File: config.mk
export PLATFORM = sky130hd
export DESIGN_NAME = stream_mux_nto1
export DESIGN_NICKNAME = d
export VERILOG_FILES = /design/src/rtl/stream_mux_pkg.sv /design/src/rtl/rr_arbiter.sv /design/src/rtl/stream_mux_nto1.sv
export SDC_FILE = /design/constraint.sdc
export NUM_CORES = 1
export LEC_CHECK = 0
export CORE_MARGIN = 3
export CORE_UTILIZATION = 49
export DETAILED_ROUTE_END_ITERATION = 10
export GPL_TIMING_DRIVEN = 0
export PLACE_DENSITY = 0.95
export SYNTH_ARGS = -nofsm -noshare
export SYNTH_HDL_FRONTEND = slang
export SYNTH_SLANG_ARGS = --single-unit
File: constraint.sdc
create_clock -name clk -period 6.4 [get_ports clk]
set_input_delay 1.6 -clock clk [delete_from_list [all_inputs] [get_ports clk]]
set_output_delay 1.6 -clock clk [all_outputs]
set_load 0.02 [all_outputs]
File: src/rtl/stream_mux_pkg.sv
// -----------------------------------------------------------------------------
// stream_mux_pkg
// Shared definitions for the N-to-1 streaming multiplexer.
//   MODE_FIXED / MODE_RR : encodings of the 'mode' input.
//   ch_idx_w()           : width of a channel index for a given channel count.
// -----------------------------------------------------------------------------
package stream_mux_pkg;

    localparam logic MODE_FIXED = 1'b0;
    localparam logic MODE_RR    = 1'b1;

    // A 2-channel mux still needs one index bit.
    function automatic int ch_idx_w(input int n);
        return (n <= 2) ? 1 : $clog2(n);
    endfunction

endpackage

File: src/rtl/rr_arbiter.sv
// -----------------------------------------------------------------------------
// rr_arbiter
// Purely combinational round-robin grant logic. Searches the request vector
// starting at the pointer and wrapping modulo NUM_CH; the first requester wins.
// The pointer register itself lives in the parent.
//   i_req     : per-channel request
//   i_ptr     : channel with highest priority this cycle
//   o_gnt     : one-hot grant (all zero when nobody requests)
//   o_gnt_idx : index of the granted channel
//   o_gnt_vld : a grant was issued
// -----------------------------------------------------------------------------
module rr_arbiter
    import stream_mux_pkg::*;
#(
    parameter  int NUM_CH = 4,
    localparam int CH_W   = ch_idx_w(NUM_CH)
) (
    input  logic [NUM_CH-1:0] i_req,
    input  logic [CH_W-1:0]   i_ptr,
    output logic [NUM_CH-1:0] o_gnt,
    output logic [CH_W-1:0]   o_gnt_idx,
    output logic              o_gnt_vld
);

    logic [CH_W-1:0] w_idx;

    always_comb begin
        o_gnt     = '0;
        o_gnt_idx = '0;
        o_gnt_vld = 1'b0;
        w_idx     = '0;
        for (int k = 0; k < NUM_CH; k++) begin
            w_idx = CH_W'((int'(i_ptr) + k) % NUM_CH);
            if (!o_gnt_vld && i_req[w_idx]) begin
                o_gnt_vld    = 1'b1;
                o_gnt_idx    = w_idx;
                o_gnt[w_idx] = 1'b1;
            end
        end
    end

endmodule

File: src/rtl/stream_mux_nto1.sv
// -----------------------------------------------------------------------------
// stream_mux_nto1
// N-channel valid/ready multiplexer with a single-entry registered output.
// Fixed-select mode steers channel 'sel'; round-robin mode arbitrates fairly
// among requesting channels. Every output beat carries its source channel.
//
// Optional feature macro: STREAM_MUX_LOCK_EN
//   When defined, a packet lock holds the grant on one channel from the first
//   accepted beat until the beat with in_last set, and the in_last/out_last
//   ports exist.
//
// Ports:
//   clk, rst_n   : clock, asynchronous active-low reset
//   mode         : 0 = fixed select, 1 = round-robin
//   sel          : channel chosen in fixed mode (>= NUM_CH selects nothing)
//   in_data      : channel i at [i*DATA_W +: DATA_W]
//   in_valid     : per-channel valid
//   in_ready     : per-channel ready, at most one bit set
//   in_last      : per-channel end-of-packet (lock build only)
//   out_data     : registered output data
//   out_ch       : source channel of out_data
//   out_valid    : output register holds a beat
//   out_ready    : consumer accepts
//   out_last     : registered in_last of the accepted beat (lock build only)
// -----------------------------------------------------------------------------
module stream_mux_nto1
    import stream_mux_pkg::*;
#(
    parameter  int NUM_CH = 4,
    parameter  int DATA_W = 8,
    localparam int CH_W   = ch_idx_w(NUM_CH)
) (
    input  logic                     clk,
    input  logic                     rst_n,
    input  logic                     mode,
    input  logic [CH_W-1:0]          sel,
    input  logic [NUM_CH*DATA_W-1:0] in_data,
    input  logic [NUM_CH-1:0]        in_valid,
    output logic [NUM_CH-1:0]        in_ready,
`ifdef STREAM_MUX_LOCK_EN
    input  logic [NUM_CH-1:0]        in_last,
    output logic                     out_last,
`endif
    output logic [DATA_W-1:0]        out_data,
    output logic [CH_W-1:0]          out_ch,
    output logic                     out_valid,
    input  logic                     out_ready
);

    logic [DATA_W-1:0] r_out_data;
    logic [CH_W-1:0]   r_out_ch;
    logic              r_out_valid;
    logic [CH_W-1:0]   r_rr_ptr;

    logic [DATA_W-1:0] w_ch_data [NUM_CH];
    logic [NUM_CH-1:0] w_arb_oh;
    logic [CH_W-1:0]   w_arb_idx;
    logic              w_arb_vld;
    logic [NUM_CH-1:0] w_gnt_oh;
    logic [CH_W-1:0]   w_gnt_idx;
    logic              w_gnt_vld;
    logic              w_load;
    logic              w_accept;
    logic              w_pkt_end;
    logic [CH_W-1:0]   w_nxt_ptr;

`ifdef STREAM_MUX_LOCK_EN
    logic              r_lock;
    logic [CH_W-1:0]   r_lock_ch;
    logic              r_out_last;
`endif

    for (genvar i = 0; i < NUM_CH; i++) begin : g_unpack
        assign w_ch_data[i] = in_data[i*DATA_W +: DATA_W];
    end

    rr_arbiter #(
        .NUM_CH    (NUM_CH)
    ) u_arb (
        .i_req     (in_valid),
        .i_ptr     (r_rr_ptr),
        .o_gnt     (w_arb_oh),
        .o_gnt_idx (w_arb_idx),
        .o_gnt_vld (w_arb_vld)
    );

    // The register can take a new beat when empty or draining this cycle.
    assign w_load = ~r_out_valid | out_ready;

    // Grant priority: held packet lock, then the mode's own choice.
    always_comb begin
        w_gnt_oh  = '0;
        w_gnt_idx = '0;
        w_gnt_vld = 1'b0;
`ifdef STREAM_MUX_LOCK_EN
        if (r_lock) begin
            w_gnt_idx           = r_lock_ch;
            w_gnt_vld           = 1'b1;
            w_gnt_oh[r_lock_ch] = 1'b1;
        end else
`endif
        if (mode == MODE_RR) begin
            w_gnt_oh  = w_arb_oh;
            w_gnt_idx = w_arb_idx;
            w_gnt_vld = w_arb_vld;
        end else if (int'(sel) < NUM_CH) begin
            // Fixed mode offers ready to 'sel' whether or not it is valid.
            w_gnt_idx     = sel;
            w_gnt_vld     = 1'b1;
            w_gnt_oh[sel] = 1'b1;
        end
    end

    assign in_ready = (rst_n && w_load) ? w_gnt_oh : '0;
    assign w_accept = w_gnt_vld & in_valid[w_gnt_idx] & w_load;

`ifdef STREAM_MUX_LOCK_EN
    assign w_pkt_end = in_last[w_gnt_idx];
`else
    assign w_pkt_end = 1'b1;
`endif

    assign w_nxt_ptr = (int'(w_gnt_idx) == NUM_CH - 1) ? '0 : w_gnt_idx + CH_W'(1);

    always_ff @(posedge clk or negedge rst_n) begin
        if (!rst_n) begin
            r_out_data  <= '0;
            r_out_ch    <= '0;
            r_out_valid <= 1'b0;
            r_rr_ptr    <= '0;
        end else begin
            if (w_accept) begin
                r_out_data  <= w_ch_data[w_gnt_idx];
                r_out_ch    <= w_gnt_idx;
                r_out_valid <= 1'b1;
            end else if (out_ready) begin
                r_out_valid <= 1'b0;
            end
            // Pointer moves only in round-robin mode and only at packet end.
            if (w_accept && (mode == MODE_RR) && w_pkt_end) begin
                r_rr_ptr <= w_nxt_ptr;
            end
        end
    end

`ifdef STREAM_MUX_LOCK_EN
    always_ff @(posedge clk or negedge rst_n) begin
        if (!rst_n) begin
            r_lock     <= 1'b0;
            r_lock_ch  <= '0;
            r_out_last <= 1'b0;
        end else if (w_accept) begin
            r_lock     <= ~w_pkt_end;
            r_lock_ch  <= w_gnt_idx;
            r_out_last <= w_pkt_end;
        end
    end

    assign out_last = r_out_last;
`endif

    assign out_data  = r_out_data;
    assign out_ch    = r_out_ch;
    assign out_valid = r_out_valid;

endmodule

# Word-level counts from Yosys, hierarchy flattened
# Cells that the tools add are included.
[op_classes]
n_addsub = 4
order_cmp = 12
n_eq_ne = 1
n_mux = 42
bitwise_logic = 8
n_reduce_logical = 14
[ops]
columns = ["cell", "n"]
rows = [
  ["4-bit two-way mux", 6],
  ["2-bit by 3-bit < comparator with 1-bit output (second input constant)", 6],
  ["1-bit two-way mux", 17],
  ["8-bit binary-select mux with 2-bit select", 1],
  ["8-bit two-way mux", 2],
  ["2-bit two-way mux", 6],
  ["4-bit OR", 3],
  ["1-bit binary-select mux with 2-bit select", 5],
  ["1-bit demux with 2-bit select", 5],
  ["2-bit by 1-bit >= comparator with 1-bit output (second input constant)", 5],
  ["1-bit logical AND", 10],
  ["2-bit by 1-bit adder with 2-bit output (second input constant)", 2],
  ["2-bit adder (second input constant)", 2],
  ["3-bit >= comparator (second input constant)", 1],
  ["1-bit logical NOT", 3],
  ["2-bit inverter with 3-bit output", 1],
  ["1-bit bitwise AND", 2],
  ["2-bit by 1-bit equality test with 1-bit output (second input constant)", 1],
  ["2-bit nonzero test", 1],
  ["1-bit inverter", 1],
  ["1-bit OR", 1],
]
[word_totals]
ff_bits = 13
in_bits = 42
output_inout_bits = 15

# Logic depth before layout (Yosys ltp)
# Gate-level depths: netlist (run 1).
[depth]
ltp_word = 18
depth_mapped = 13
ltp_nobuf = 10

# By module
# A second synthesis (run 1) with hierarchy kept.
[unflattened]
hier_cells = 115
area_unflattened_um2 = 1325.0
[modules_own_cells]
columns = ["mod", "n_inst", "cells_each", "area_per_inst_um2", "seq_area_each_um2"]
rows = [
  ["stream_mux_nto1", 1, 70, 903.4, 325.3],
  ["rr_arbiter", 1, 45, 421.7, 0.0],
]

# Worst setup path before layout (run 1)
# Ideal clock, no wire load.
[synth_path]
path_kind = "input port to output port"
from = "input in_valid[3]"
to = "output in_ready[1]"
t_arrival_ps = 3272
setup_slack_ps = 1528
stages = 6
n_path_buf = 1
path_cell_list = "buf_2 mux4_2 nor2b_1 a221oi_1 o311a_1 nor3_1"
[synth_via]
elab_chain_len = 14
elab_cells_between_ends = 26
[synth_rtl]
columns = ["item", "line_no", "text"]
rows = [
  ["from (decl)", "stream_mux_nto1.sv:38", "input logic [NUM_CH-1:0] in_valid,"],
  ["1-bit binary-select mux with 2-bit select", "rr_arbiter.sv:34", "if (!o_gnt_vld && i_req[w_idx]) begin"],
  ["1-bit two-way mux (not written as such)", "rr_arbiter.sv:34", ""],
  ["1-bit two-way mux", "rr_arbiter.sv:34", ""],
  ["1-bit logical NOT", "rr_arbiter.sv:34", ""],
  ["1-bit logical AND", "rr_arbiter.sv:34", ""],
  ["1-bit two-way mux", "rr_arbiter.sv:34", ""],
  ["1-bit logical NOT", "rr_arbiter.sv:34", ""],
  ["1-bit logical AND", "rr_arbiter.sv:34", ""],
  ["1-bit two-way mux", "rr_arbiter.sv:34", ""],
  ["1-bit logical NOT", "rr_arbiter.sv:34", ""],
  ["1-bit logical AND", "rr_arbiter.sv:34", ""],
  ["4-bit two-way mux *", "rr_arbiter.sv:34", ""],
  ["4-bit two-way mux *", "stream_mux_nto1.sv:102", "if (mode == MODE_RR) begin"],
  ["4-bit two-way mux *", "stream_mux_nto1.sv:114", "assign in_ready = (rst_n && w_load) ? w_gnt_oh : '0;"],
  ["to (decl)", "stream_mux_nto1.sv:39", "output logic [NUM_CH-1:0] in_ready,"],
]
# Mark *: on every way between the ends. The rest lies on a longest branch, timed or not. The select of a mux whose other input is x is not followed.

# Worst setup path in the final report (run 1)
[layout_path]
from = "input in_valid[0]"
to = "output in_ready[0]"
# Same word-level chain as after synthesis.

==> results of run 1 <==
final cells by class:
| class | count | area [um2] |
|---|---|---|
| timing repair buffer | 54 | 541 |
| tap | 42 | 52.6 |
| inverter | 6 | 22.5 |
| multi-input combinational | 126 | 1100 |
| fill | 190 | 704 |
| clock buffer | 4 | 26.3 |
| sequential | 13 | 325 |
| buffer | 13 | 105 |
cell families after synthesis:
logic type	Yosys count	synth area share (%)
DFF	13	21.0
muxes	32	25.3
adders and majority gates	8	6.45
buffers and inverters	19	8.22
AOI/OAI and AO/OA	37	22.7
and+or+nand+nor	49	16.4
cell usage after synthesis (all sizes together):
cell type	instances	area share, %
inv	6	1.5
buf	13	6.8
o221ai	9	8.7
o211ai	2	1.6
nor2b	5	2.0
a211o	2	1.1
a41oi	1	1.0
o22a	2	1.1
a221oi	1	0.56
o311a	1	0.64
nor2	9	2.3
nor3	2	0.64
a41o	1	0.64
or2	1	0.40
dfrtp	13	21
mux2i	22	14
mux4	4	5.8
mux2	6	5.3
a22oi	9	4.4
a21oi	4	1.3
and3	1	0.40
nand3	11	3.5
nand2	11	2.8
o21ai	5	1.6
nand2b	5	2.0
ha	8	6.4
nand4	2	1.2
and2	2	0.97
power by group through the flow:
stage | sequential [mW] | combinational (mW) | clock, mW
finish | 0.163 | 0.673 | 0.0559
global route | 0.168 | 0.720 | 0.0600
CTS | 0.162 | 0.668 | 0.0557
detailed placement | 0.160 | 0.662 | 0
global placement | 0.160 | 0.632 | 0
floorplan | 0.196 | 0.432 | 0
path summary, 6_finish.rpt:
kind	end	start
min reg2reg	out_ch[1]	out_ch[1]
max in group asynchronous	out_valid	rst_n
min in group asynchronous	out_data[5]	rst_n
max reg2reg	r_rr_ptr[1]	r_rr_ptr[0]
max	in_ready[0]	in_valid[0]
min	out_ch[1]	out_ch[1]
worst register-to-register path, cell delays in order, from the launching register on:
cell      delay, ns
dfrtp_1        0.54
buf_6          0.21
inv_1          0.14
ha_1           0.32
buf_4          0.17
mux2_2         0.23
o211ai_2       0.15
a41oi_2        0.23
buf_6          0.19
buf_2          0.32
inv_1          0.11
ha_1           0.29
mux2_4         0.26
state kept, by name, indices dropped and copies added, names as in the netlist:
signal,cells
out_data,8
out_ch,2
out_valid,1
r_rr_ptr,2
routing by layer:
layer,track usage (%),vias up,wire length [um]
met2,42.2,60,2370
met5,0,-,0
met4,4.68,0,38
met3,4.86,4,275
met1,30.0,744,1890
li1,-,713,-
metrics by stage:
| stage | util, % | setup slack (ns) |
|---|---|---|
| floorplan | - | 1.53 |
| global placement | 74.6 | 0.701 |
| detailed placement | 74.6 | 0.640 |
| CTS | 75.5 | 0.635 |
| global route | 75.5 | 0.474 |
| finish | 75.5 | 0.609 |
==> impl_metrics.py, run 1 <==
metrics = {
    "outcome": {
        "status": "complete, no violations",
    },
    "detailed_routing": {
        "drc_errors": 0,
        "viasPerCell": 5.90,
        "first_pass_iters": 4,
        "wl_mm": 4.58,
        "routedWlPerCell_um": 17.8,
        "drtAntennaViolNets": 0,
        "drtIter0Drc": 156,
        "dr_total_vias": 1521,
    },
    "pwr": {
        "sequentialPowerShare_pct": 18.3,
        "p_clk_share_pct": 6.3,
        "combPwrFrac_pct": 75.4,
        "vdd_drop_max_v": 0.000226,
        "p_switching_uw": 415,
        "internal_power_uw": 476,
        "power_leakage_nw": 0.941,
        "switching_share_pct": 46.6,
        "cellPowerDensity_nw_per_um2": 410,
        "p_total_uw": 892,
    },
    "place": {
        "dpl_cell_area_um2": 2150,
        "routabilityCongestion": 0.886,
        "hpwl_mm": 3.52,
        "portBuffers": 54,
        "dp.cells": 254,
    },
    "floorplan": {
        "io_pins": 57,
        "die_h_um": 62.3,
        "core-area_um2": 2880,
        "dieWidth_um": 62.3,
        "num_rows": 19,
        "initial_utilization_pct": 54.0,
        "dieArea_um2": 3880,
    },
    "clock_network": {
        "clk_pin_slew_ns": 0.09,
        "cts_buffers": 3,
        "clk_latency_ns": 0.29,
        "clk_path_buf_depth": 2,
        "cts_setup_buffers": 0,
        "hold_buffers": 0,
        "root_buffer": "clkbuf_4",
        "tritoncts": "done",
        "htree_num_levels": 1,
        "cts_sinks": 13,
        "cts_resized": 0,
    },
    "logic_synthesis": {
        "synthCells": 158,
        "synth_nets": 208,
        "synth-seq-area-share_pct": 21.0,
        "ys_types": 35,
        "synth_area_um2": 1550,
        "ys_ff_latch": 13,
        "synth_area_per_cell_um2": 9.83,
        "ys_warn_count": 0,
    },
    "worst_setup_path": {
        "critPathSlowestCell": "clkdlybuf4s50_1",
        "path_class": "in2out",
        "crit_buf_inv": 3,
        "worst-path-max-fanout": 10,
        "slowest_delay_ns": 0.61,
        "end_kind": "output port",
        "rrSetupSlack_ns": 3.11,
        "crit_arrival_ns": 4.19,
        "startpoint_type": "primary input",
        "crit_family": "buffers and inverters",
        "crit_chain": "clkdlybuf4s50_1 > buf_2 > mux4_2 > nor2_2 > and2_1 > a22oi_1 > o21ai_0 > a22oi_1 > nor2_1 > clkdlybuf4s50_1",
        "crit_cells": 10,
        "r2r_cells": 12,
        "critPathRequiredTime_ns": 4.80,
    },
    "run": {
        "max_cap_violations": 0,
    },
    "timing": {
        "drv_slew": 0,
        "fmax_mhz": 173,
        "hold-worst-slack_ns": 0.499,
        "rsz0062_at_grt": "no",
        "fin_skew_ns": 0.00935,
        "final.min_clock_period_ns": 5.79,
        "hold_viol_final": 0,
        "fin_tns_setup_ns": 0,
        "worstMarginPinSlew_ns": 0.686,
        "setup_viol": 0,
        "relSlewSlack_pct": 54.1,
        "finalCritPeriodShare_pct": 90.5,
    },
    "cells_and_area": {
        "layout_commonest_cell": "clkdlybuf4s50_1",
        "final_area_um2": 2170,
        "nNetsFinal": 267,
        "num_antenna_cells": 0,
        "fin_cells": 258,
        "syn2layout_area_growth_pct": 39.9,
        "final_cell_mix": "54 x clkdlybuf4s50_1, 22 x mux2i_1, 13 x dfrtp_1",
        "drive_above_1_share_pct": 19.9,
    },
    "global_routing": {
        "first_global_vias": 1604,
        "track_usage_pct": 23.8,
        "overflow": 0,
        "grt_max_degree": 15,
        "grt_pass1_wl_mm": 7.53,
        "antenna_found_initial": 0,
    },
    "hold_path": {
        "whs_path_depth": 2,
        "hp-class": "reg2reg",
    },
}
(Power assumes the default switching activity.)
==> run 2, diff against run 1 <==
--- a/config.mk
+++ b/config.mk
@@ -6,10 +6,12 @@
 export NUM_CORES = 1
 export LEC_CHECK = 0
 export CORE_MARGIN = 3
-export CORE_UTILIZATION = 49
+export CORE_UTILIZATION = 46
 export DETAILED_ROUTE_END_ITERATION = 10
 export GPL_TIMING_DRIVEN = 0
 export PLACE_DENSITY = 0.95
+export SETUP_SLACK_MARGIN = 0.3
 export SYNTH_ARGS = -nofsm -noshare
 export SYNTH_HDL_FRONTEND = slang
+export SYNTH_HIERARCHICAL = 1
 export SYNTH_SLANG_ARGS = --single-unit
==> run 2 against run 1 <==
Register-to-register slack got worse by 0.38 ns. Worst hold slack improved by 0.0032 ns. Cell area fell by 10%. Flip-flop and latch count did not move. Utilization fell by 0.89 points. Via count fell by 19%. Largest cell class unchanged.
==> impl_metrics.py, run 2 <==
metrics = {
    "outcome": {
        "status": "complete, no violations",
    },
    "detailed_routing": {
        "drtAntennaViolNets": 0,
        "viasPerCell": 6.02,
        "drc_errors": 0,
        "drtIter0Drc": 64,
        "dr_total_vias": 1235,
        "routedWlPerCell_um": 17.7,
        "wl_mm": 3.62,
        "first_pass_iters": 5,
    },
    "cells_and_area": {
        "num_antenna_cells": 0,
        "layout_commonest_cell": "clkdlybuf4s50_1",
        "syn2layout_area_growth_pct": 47.1,
        "largest_register_ffs": 8,
        "nNetsFinal": 223,
        "final_cell_mix": "56 x clkdlybuf4s50_1, 13 x dfrtp_1, 12 x a22oi_1",
        "drive_above_1_share_pct": 12.6,
        "nFillCells": 182,
    },
    "logic_synthesis": {
        "synth.area.top_cells": "dfrtp_1 25%, mux4_1 14%, mux4_2 8.5%, a22oi_1 6.8%, mux2_1 6.8%",
        "synth-seq-area-share_pct": 24.6,
        "ys_types": 33,
        "synth_area_per_cell_um2": 11.5,
        "synth_area_um2": 1330,
        "synth_top_cell_area_share_pct": 24.6,
        "synthCells": 115,
        "synthFlopType": "dfrtp_1",
        "synth_commonest_cells": "13 x dfrtp_1, 12 x a22oi_1, 11 x nor2_1, 8 x mux2_1, 8 x nand2b_1",
        "synth_nets": 162,
        "synthArstFlopShare_pct": 100,
        "ys_warn_count": 6,
        "post-synth-top-area-cell": "dfrtp_1",
        "ys_ff_latch": 13,
        "synth_edf_count": 0,
        "synth.most_common_cell": "dfrtp_1",
    },
    "place": {
        "routabilityCongestion": 0.790,
        "place_ws_ns": 0.537,
        "portBuffers": 56,
        "hpwl_mm": 2.93,
    },
    "global_routing": {
        "track_usage_pct": 22.2,
        "overflow": 0,
        "grt_max_degree": 15,
        "grt_pass1_wl_mm": 5.85,
        "antenna_found_initial": 0,
        "first_global_vias": 1254,
    },
    "clock_network": {
        "tritoncts": "done",
        "htree_num_levels": 1,
        "cts_sinks": 13,
        "clk_path_buf_depth": 2,
        "cts_setup_buffers": 0,
        "cts_buffers": 3,
        "clk_pin_slew_ns": 0.08,
        "root_buffer": "clkbuf_4",
        "clk_latency_ns": 0.28,
        "cts_resized": 0,
        "hold_buffers": 0,
    },
    "worst_setup_path": {
        "rrSetupSlack_ns": 2.73,
        "r2r_cells": 11,
        "critPathSlowestCell": "clkdlybuf4s50_1",
        "slowest_delay_ns": 0.61,
        "crit_arrival_ns": 4.32,
        "end_kind": "output port",
        "path_class": "in2out",
        "crit_chain": "clkdlybuf4s50_1 > mux4_2 > buf_6 > nor4b_4 > a22oi_1 > o21ai_0 > a22oi_1 > nor2_1 > clkdlybuf4s50_1",
        "worst-path-max-fanout": 10,
        "critPathRequiredTime_ns": 4.80,
        "startpoint_type": "primary input",
    },
    "timing": {
        "worstMarginPinSlew_ns": 0.645,
        "fmax_mhz": 169,
        "rsz0062_at_grt": "no",
        "setup_viol": 0,
        "fin_skew_ns": 0.00276,
        "fin_tns_setup_ns": 0,
        "final.min_clock_period_ns": 5.92,
        "hold_viol_final": 0,
        "relSlewSlack_pct": 56.7,
        "drv_slew": 0,
        "finalCritPeriodShare_pct": 92.5,
        "hold-worst-slack_ns": 0.503,
        "timing.final.ws_setup_ns": 0.482,
    },
    "run": {
        "max_cap_violations": 0,
    },
    "floorplan": {
        "num_rows": 18,
        "die_h_um": 59.7,
        "initial_utilization_pct": 50.7,
        "dieWidth_um": 59.7,
        "dieArea_um2": 3560,
        "io_pins": 57,
        "core-area_um2": 2610,
    },
    "pwr": {
        "cellPowerDensity_nw_per_um2": 444,
        "vdd_drop_max_v": 0.000339,
        "power_leakage_nw": 0.784,
    },
    "hold_path": {
        "hp-class": "reg2reg",
        "whs_path_depth": 1,
    },
}
==> run 2: cell types whose count changed after synthesis, sizes merged, moves of 6 or more <==
cell    delta
buf       -10
mux2       +6
nand2      -8
mux4       +8
mux2i     -18
nand3     -10
o221ai     -8
==> run 2: path summary, 6_finish.rpt <==
path                                to        start
max                        in_ready[2]  in_valid[3]
min                        out_data[6]  out_data[6]
max reg2reg                out_data[5]  r_rr_ptr[0]
min reg2reg                out_data[6]  out_data[6]
max in group asynchronous  r_rr_ptr[1]        rst_n
min in group asynchronous  out_data[7]        rst_n
==> run 2: area by class of cell <==
class	instances	area (um2)	area share [%]
multi-input combinational	91	940	48.2
timing repair buffer	56	561	28.8
sequential	13	325	16.7
tap	30	37.5	1.93
buffer	4	33.8	1.73
clock buffer	4	26.3	1.35
inverter	7	26.3	1.35
==> run 2: through the flow <==
step / area [um2] / instances / util, % / power [mW]
6_report: 1950 / 205 / 74.6 / 0.866
5_1_grt: 1950 / 205 / 74.6 / 0.929
4_1_cts: 1950 / 205 / 74.6 / 0.866
3_5_place_dp: 1920 / 201 / 73.6 / 0.812
3_3_place_gp: 1920 / 201 / 73.6 / 0.772
2_1_floorplan: 1330 / 115 / - / 0.611
==> run 2: layer usage <==
layer	up-vias	global-route usage, %	wire length, um
li1	576	-	-
met1	594	24.7	1340
met2	58	40.3	1920
met3	7	6.48	299
met4	0	6.96	61
met5	-	0	0
==> run 2: kinds of logic after synthesis <==
kind of cell               count (synthesis)  synth area share, %
and+or+nand+nor                           31                 14.5
muxes                                     28                 35.6
AOI/OAI and AO/OA                         26                 15.4
DFF                                       13                 24.6
buffers and inverters                     11                 4.53
adders and majority gates                  5                 4.72
xor gates and xnor gates                   1                0.661
==> run 2: worst max-delay path: cells and delay by family <==
| kind | cells | cell delay (ns) |
|---|---|---|
| mux | 1 | 0.52 |
| buf+inv | 3 | 1.30 |
| compound gates | 3 | 0.39 |
| simple gates | 2 | 0.50 |
==> run 2: where the power goes <==
| part | switching, mW | leakage, nW | internal [mW] |
|---|---|---|---|
| clock | 0.0283 | 0.0150 | 0.0242 |
| sequential | 0.0348 | 0.152 | 0.127 |
| combinational | 0.327 | 0.617 | 0.325 |
